===== src/rtl/seq_shift_pkg.sv =====
// Shared types and default sizing for the sequential shift unit.
package seq_shift_pkg;

  localparam int unsigned DEF_WIDTH   = 4;
  localparam int unsigned DEF_SHAMT_W = 2;
  localparam int unsigned DEF_CNT_W   = 8;

  typedef enum logic [1:0] {
    IDLE  = 2'd0,
    SHIFT = 2'd1,
    DONE  = 2'd2
  } state_t;

endpackage


===== src/rtl/seq_shift_unit_if.sv =====
// Operand/result valid-ready bus of the sequential shift unit.
interface seq_shift_unit_if #(
  parameter int unsigned WIDTH   = seq_shift_pkg::DEF_WIDTH,
  parameter int unsigned SHAMT_W = seq_shift_pkg::DEF_SHAMT_W
);

  logic               in_valid;
  logic               in_ready;
  logic [WIDTH-1:0]   in_data;
  logic [SHAMT_W-1:0] in_shamt;
  logic               out_valid;
  logic               out_ready;
  logic [WIDTH-1:0]   out_data;
  logic               out_ovf;

  modport master (
    output in_valid, in_data, in_shamt, out_ready,
    input  in_ready, out_valid, out_data, out_ovf
  );

  modport slave (
    input  in_valid, in_data, in_shamt, out_ready,
    output in_ready, out_valid, out_data, out_ovf
  );

endinterface


===== src/rtl/seq_shift_unit_datapath.sv =====
// Shift register, remaining-shift down-counter and overflow accumulator.
module shift_datapath #(
  parameter int unsigned WIDTH   = seq_shift_pkg::DEF_WIDTH,
  parameter int unsigned SHAMT_W = seq_shift_pkg::DEF_SHAMT_W
) (
  input  logic               clk,
  input  logic               rst_n,
  input  logic               load,
  input  logic               shift,
  input  logic [WIDTH-1:0]   load_data,
  input  logic [SHAMT_W-1:0] load_shamt,
  output logic [WIDTH-1:0]   data,
  output logic               ovf,
  output logic               last_c
);

  logic [SHAMT_W-1:0] cnt;

  // Load wins over shift; neither leaves the result frozen for the consumer.
  always_ff @(posedge clk or negedge rst_n) begin
    if (!rst_n) begin
      data <= '0;
      ovf  <= 1'b0;
      cnt  <= '0;
    end else if (load) begin
      data <= load_data;
      ovf  <= 1'b0;
      cnt  <= load_shamt;
    end else if (shift) begin
      ovf  <= ovf | data[WIDTH-1];
      data <= {data[WIDTH-2:0], 1'b0};
      cnt  <= cnt - SHAMT_W'(1);
    end
  end

  assign last_c = (cnt == SHAMT_W'(1));

endmodule


===== src/rtl/seq_shift_unit.sv =====
// Handshaked left shifter: one bit per clock, FSM and transaction counter.
module seq_shift_unit
  import seq_shift_pkg::*;
#(
  parameter int unsigned WIDTH   = DEF_WIDTH,
  parameter int unsigned SHAMT_W = DEF_SHAMT_W,
  parameter int unsigned CNT_W   = DEF_CNT_W
) (
  input  logic             clk,
  input  logic             rst_n,
  seq_shift_unit_if.slave  bus,
  output logic [CNT_W-1:0] txn_count
);

  state_t           state;
  state_t           state_nxt;
  logic             accept;
  logic             shift_en;
  logic             last_c;
  logic             zero_shamt;
  logic [WIDTH-1:0] dp_data;
  logic             dp_ovf;

  assign accept     = bus.in_valid && bus.in_ready;
  assign zero_shamt = (bus.in_shamt == '0);

  always_ff @(posedge clk or negedge rst_n) begin
    if (!rst_n) state <= IDLE;
    else        state <= state_nxt;
  end

  always_comb begin
    state_nxt = state;
    case (state)
      IDLE: begin
        if (accept) state_nxt = zero_shamt ? DONE : SHIFT;
      end
      SHIFT: begin
        if (last_c) state_nxt = DONE;
      end
      DONE: begin
        if (accept)             state_nxt = zero_shamt ? DONE : SHIFT;
        else if (bus.out_ready) state_nxt = IDLE;
      end
      default: state_nxt = IDLE;
    endcase
  end

  // A result drain and a new accept may share one edge.
  always_comb begin
    bus.in_ready  = 1'b0;
    bus.out_valid = 1'b0;
    shift_en      = 1'b0;
    case (state)
      IDLE:    bus.in_ready = 1'b1;
      SHIFT:   shift_en     = 1'b1;
      DONE: begin
        bus.out_valid = 1'b1;
        bus.in_ready  = bus.out_ready;
      end
      default: bus.in_ready = 1'b0;
    endcase
  end

  always_ff @(posedge clk or negedge rst_n) begin
    if (!rst_n)      txn_count <= '0;
    else if (accept) txn_count <= txn_count + CNT_W'(1);
  end

  shift_datapath #(
    .WIDTH   (WIDTH),
    .SHAMT_W (SHAMT_W)
  ) u_datapath (
    .clk        (clk),
    .rst_n      (rst_n),
    .load       (accept),
    .shift      (shift_en),
    .load_data  (bus.in_data),
    .load_shamt (bus.in_shamt),
    .data       (dp_data),
    .ovf        (dp_ovf),
    .last_c     (last_c)
  );

  assign bus.out_data = dp_data;
  assign bus.out_ovf  = dp_ovf;

endmodule


===== src/flat_wrapper.sv =====
// flat-port wrapper written by rule: the top's interface ports become plain ports
module seq_shift_unit_flat import seq_shift_pkg::*;
#(
  parameter int unsigned WIDTH   = DEF_WIDTH,
  parameter int unsigned SHAMT_W = DEF_SHAMT_W,
  parameter int unsigned CNT_W   = DEF_CNT_W
)
  (clk, rst_n, txn_count, bus_in_valid, bus_in_data, bus_in_shamt, bus_out_ready, bus_in_ready, bus_out_valid, bus_out_data, bus_out_ovf);
  seq_shift_unit_if #(.WIDTH(WIDTH), .SHAMT_W(SHAMT_W)) bus_i ();
  input  logic clk;
  input  logic rst_n;
  output logic [CNT_W-1:0] txn_count;
  input wire logic [$bits(bus_i.in_valid)-1:0] bus_in_valid;
  input wire logic [$bits(bus_i.in_data)-1:0] bus_in_data;
  input wire logic [$bits(bus_i.in_shamt)-1:0] bus_in_shamt;
  input wire logic [$bits(bus_i.out_ready)-1:0] bus_out_ready;
  output wire logic [$bits(bus_i.in_ready)-1:0] bus_in_ready;
  output wire logic [$bits(bus_i.out_valid)-1:0] bus_out_valid;
  output wire logic [$bits(bus_i.out_data)-1:0] bus_out_data;
  output wire logic [$bits(bus_i.out_ovf)-1:0] bus_out_ovf;
  assign bus_i.in_valid = bus_in_valid;
  assign bus_i.in_data = bus_in_data;
  assign bus_i.in_shamt = bus_in_shamt;
  assign bus_i.out_ready = bus_out_ready;
  assign bus_in_ready = bus_i.in_ready;
  assign bus_out_valid = bus_i.out_valid;
  assign bus_out_data = bus_i.out_data;
  assign bus_out_ovf = bus_i.out_ovf;
  seq_shift_unit #(.WIDTH(WIDTH), .SHAMT_W(SHAMT_W), .CNT_W(CNT_W)) u_core (.clk(clk), .rst_n(rst_n), .bus(bus_i), .txn_count(txn_count));
endmodule

===== config.mk =====
export PLATFORM = sky130hd
export DESIGN_NAME = seq_shift_unit_flat
export DESIGN_NICKNAME = d
export VERILOG_FILES = /design/src/rtl/seq_shift_pkg.sv /design/src/rtl/seq_shift_unit_if.sv /design/src/rtl/seq_shift_unit_datapath.sv /design/src/rtl/seq_shift_unit.sv /design/src/flat_wrapper.sv
export SDC_FILE = /design/constraint.sdc
export NUM_CORES = 1
export LEC_CHECK = 0
export CORE_UTILIZATION = 44
export CTS_CLUSTER_SIZE = 24
export DETAILED_ROUTE_END_ITERATION = 7
export PLACE_DENSITY = 0.84
export REMOVE_ABC_BUFFERS = 1
export SLEW_MARGIN = 20
export SYNTH_ARGS = -nofsm -noshare
export SYNTH_HDL_FRONTEND = slang
export SYNTH_SLANG_ARGS = --single-unit

===== constraint.sdc =====
create_clock -name clk -period 1.38 [get_ports clk]
set_input_delay 0.138 -clock clk [delete_from_list [all_inputs] [get_ports clk]]
set_output_delay 0.138 -clock clk [all_outputs]
set_load 0.02 [all_outputs]

* Word level (Yosys, flattened, before mapping)
Cells that the tools add are included.
Storage, ports and cells: bits in registers 17, output and inout bits 15, word-level logic and storage cells 34
Operators by class: $add $sub $neg 2, equal/unequal tests 6, mux-type cells 15, bitwise logic cells 1, reduce and logical (&&, ||, !) cells 5
Operators by type and width (number):
- two-way mux 2 bit | 7
- adder 8 x 1 -> 8 bit, second input constant | 1
- two-way mux 4 bit | 2
- case mux 2 bit (3 select lines) | 1
- == test 2 x 1 -> 1 bit, second input constant | 2
- zero test 2 bit | 2
- two-way mux 1 bit | 4
- != test 2 x 1 -> 1 bit, second input constant | 2
- != test 3 x 2 -> 1 bit, second input constant | 1
- AND reduction 3 bit | 1
- == test 2 bit, second input constant | 1
- case mux 1 bit (2 select lines) | 1
- nonzero test 2 bit | 1
- subtractor 2 x 1 -> 2 bit, second input constant | 1
- logical AND 1 bit | 1
- bitwise OR 1 bit | 1

* Longest topological paths before layout
Gate-level depths: netlist of run 1.
word-level depth 5, gate-level depth with buffers 5, gate-level depth less buffers 5

* Cells and area by module
A second synthesis of run 1 with hierarchy kept.
Second synthesis, totals: cells, all modules 70, area total of the unflattened synthesis 790.8 um^2
By module, submodules not included:
- seq_shift_unit | times used 1, cells each 40, area an instance 469.2 um^2, sequential area each 250.2 um^2
- shift_datapath | times used 1, cells each 30, area an instance 321.6 um^2, sequential area each 175.2 um^2

* Worst setup path before layout of run 1
OpenSTA, ideal clock, no wires.
path kind register to register, start point register u_core.state[0], end point register u_core.txn_count[1], setup time 0.125 ns, data arrival time 1.107 ns, setup slack 0.149 ns, cell stages (with the launch flop) 5, cells stage by stage dfrtp_1 nand2b_1 nor2_2 buf_6 mux2_2
Between the ends: cells in the longest elaborated chain, start to end 3, elaborated cells between the ends (all ways) 4
Ends and longest elaborated chain:
- start: declaration | RTL line seq_shift_unit.sv:15 | state_t state;
- start signal: assignment | RTL line seq_shift_unit.sv:29 | else state <= state_nxt;
- == test 2 bit or zero test 2 bit (tied branches) | RTL line seq_shift_unit.sv:54 | case (state)
- case mux 1 bit (2 select lines) * | RTL line seq_shift_unit.sv:54
- logical AND 1 bit * | RTL line seq_shift_unit.sv:24 | assign accept = bus.in_valid && bus.in_ready;
- end signal: assignment | RTL line seq_shift_unit.sv:67 | else if (accept) txn_count <= txn_count + CNT_W'(1);
- end: declaration | RTL line seq_shift_unit.sv:12 | output logic [CNT_W-1:0] txn_count
Every way passes the cells marked *; elsewhere a longest branch is shown, timed or not. A chain may end at the register's enable or synchronous reset.

* Worst setup path in the final report of run 1
Ends and elaborated chain as after synthesis.

==> results of run 1 <==
==> what timing repair did <==
item,in CTS,in global routing
setup buffers,0,2
endpoints found under the hold margin,0,0
pin swaps,0,1
resized for setup,17,4
endpoints found under the setup margin,15,3
gates cloned,0,1
==> final cells by class <==
class / count / area, um^2
Tap cell: 25 / 31.3
Timing Repair Buffer: 31 / 297
Inverter: 2 / 7.51
Sequential cell: 17 / 425
Fill cell: 140 / 576
Clock buffer: 4 / 26.3
Multi-Input combinational cell: 51 / 345
==> metal layers <==
layer,global-route usage,share of wire,up-vias
met5,0,0,-
met4,0.133,0,0
met3,0.0531,0.037,0
met2,0.262,0.50,20
met1,0.203,0.46,291
li1,-,-,314
==> worst max-delay path by stage <==
stage                                     start                         endpoint  slack, ps  cells after the start
floorplan           u_core.state[0]$_DFFE_PN0P_  u_core.txn_count[1]$_DFFE_PN0N_       -110                      3
global placement                  bus_out_ready                     bus_in_ready       -150                      4
detailed placement                bus_out_ready                     bus_in_ready       -180                      4
CTS                 u_core.state[1]$_DFFE_PN0P_                     bus_in_ready          6                      3
global route        u_core.state[0]$_DFFE_PN0P_  u_core.txn_count[1]$_DFFE_PN0N_        -40                      4
finish              u_core.state[0]$_DFFE_PN0P_  u_core.txn_count[1]$_DFFE_PN0N_         40                      4
==> state kept, by name, summed over array words and instances (netlist names) <==
register,cells
u_core.u_datapath.ovf,1
u_core.u_datapath.cnt,2
u_core.state,2
u_core.txn_count,8
u_core.u_datapath.data,4
==> logic make-up (layout without fill, tap and decap cells) <==
kind of cell	Yosys count	count (layout)
simple gates	25	25
buf+inv	5	37
xor+xnor	8	8
mux	2	2
compound gates	14	14
fa+ha+maj	2	2
flops	17	17
==> worst reg2reg max path, cell delays in order, from the launching register on <==
cell,delay (ps)
dfrtp_1,410
nand2b_1,200
nor2_4,170
buf_12,140
mux2_2,320
==> power breakdown <==
part | switching, mW | internal [mW] | total [mW]
clock | 0.154 | 0.112 | 0.267
sequential | 0.188 | 0.714 | 0.902
combinational | 0.665 | 0.632 | 1.30
total | 1.01 | 1.46 | 2.47
==> through the flow <==
| stage | power (mW) | hold WS, ps |
|---|---|---|
| CTS | 2.39 | 151 |
| global placement | 2.20 | 461 |
| finish | 2.47 | 150 |
| detailed placement | 2.24 | 467 |
| global route | 2.64 | 165 |
| floorplan | 1.63 | -158 |
==> cell usage after synthesis (all sizes together) <==
library cell | number | area (um^2)
dfrtp | 17 | 425
nand2 | 7 | 26.3
xnor2 | 7 | 61.3
nor2 | 6 | 25.0
o21ai | 5 | 25.0
a21oi | 3 | 15.0
buf | 3 | 23.8
nand4 | 3 | 18.8
a21o | 2 | 15.0
a22o | 2 | 17.5
ha | 2 | 25.0
inv | 2 | 7.51
nand2b | 2 | 12.5
nor2b | 2 | 20.0
a22oi | 1 | 7.51
and2 | 1 | 6.26
and2b | 1 | 7.51
and3 | 1 | 6.26
and4 | 1 | 8.76
mux2 | 1 | 11.3
mux2i | 1 | 10.0
nand3 | 1 | 5.00
o31ai | 1 | 7.51
xor2 | 1 | 8.76
==> results.yml, run 1 <==
placed_design:
  io_buffers: 24
  dpl.cell_count: 123
  place_congestion: 0.798
  pre_cts_ws_ps: -181
  dpl-instance-area_um2: 1090
  dpl.hpwl_um: 1070
synthesis:
  synthXorXnorAreaFrac: 0.0879
  syn_inst: 73
  syn_area_per_cell_um2: 10.9
  synthAdderAreaFrac: 0.0314
  synth_seq_area_share: 0.534
  synth_compound_area_frac: 0.110
  synth_top_family_by_area: "simple AND/OR/NAND/NOR gates"
  yosys_register_bits: 17
  synth_mux_area_frac: 0.0267
  yosysWarnings: 0
  mappedNetlistArea_um2: 797
  yosys.area_share.simple: 0.171
  yosysUniqueCellTypes: 28
detailed_routing:
  vias_per_cell: 4.81
  vias: 625
  drc: 3
  drtIter0Drc: 13
  first_pass_iters: 6
  postRouteAntennaNets: 0
  wl_per_cell_um: 12.5
  totalWireLength_um: 1630
critical_path:
  path_max_fanout: 10
  start_kind: "flop"
  crit_arrival_ps: 1530
  r2r_cells: 4
  reg2reg_to: "u_core.txn_count[1]$_DFFE_PN0N_"
  critPathRequiredTime_ps: 1570
  worstPathCellList: "nand2b_1 -> nor2_4 -> buf_12 -> mux2_2"
  slowest_stage: "dfrtp_1"
  crit_buf_inv: 1
  crit_path_max_incr_delay_ps: 410
  critPathKind: "flop to flop"
  r2r-start: "u_core.state[0]$_DFFE_PN0P_"
  cp_top_family: "flip-flops"
  setup.worst_path.end_class: "flop"
  reg2reg_slack_ps: 40
clock_tree:
  cts_buffer_depth: 2
  htreeDepth: 1
  clk_latency_ps: 290
  holdBufCountCts: 0
  clkSinkCount: 17
  numCtsBuffers: 3
  root_buffer: "clkbuf_4"
  path_clk_slew_ps: 100
  cts_tree: "done"
sta:
  clock.fmax_mhz: 747
  tightest_slew_ps: 220
  min_period_over_period: 0.969
  drv_slew: 0
  finClkSkew_ps: 11.8
  hold_viol_final: 0
  setup_slack_ps: 42.2
  setup-tns-final_ps: 0
  relSlewSlack: 0.853
  setup-violations-final: 0
  min_period_ps: 1340
die:
  fp.dieH_um: 44.6
  dieArea_um2: 1990
  start_util: 0.467
  pin_count: 25
  rows: 15
  core_area_um2: 1710
  die_width_um: 44.6
outcome:
  violations: "design-rule violations"
  status: "complete, but fails checks"
grt:
  track_usage: 0.173
  grt_pass1_wl_um: 2380
  grt_max_degree: 21
  grt_antenna_before_repair: 0
  grt_pass1_vias: 585
  grt_overflow: 0
power_and_ir_drop:
  cellLeakagePower_nw: 0.545
  ir_drop_mv: 1.10
  powerDensity_nw_per_um2: 2180
final_layout:
  layout-drive-gt1-share: 0.143
  final_common_cell: "dfrtp_1"
  layoutNonFillerInstCount: 130
  nNetsFinal: 118
  n_antenna_cell: 0
  final_cell_mix: "dfrtp_1, dlygate4sd2_1, clkdlybuf4s50_1"
  area_delta_synth_final_pct: 42.1
  post-route-util: 0.663
  stdcell_area_um2: 1130
run:
  maxCapViolCount: 0
min_path:
  min-delay-path-class: "input pin to asynchronous set/reset pin"
(Power assumes the default switching activity.)
==> run 2: changes to the inputs <==
ABC_AREA = 0   (was not set)
==> results of run 2 <==
No change in the layout: final DEF, timing and power equal those of run 1.
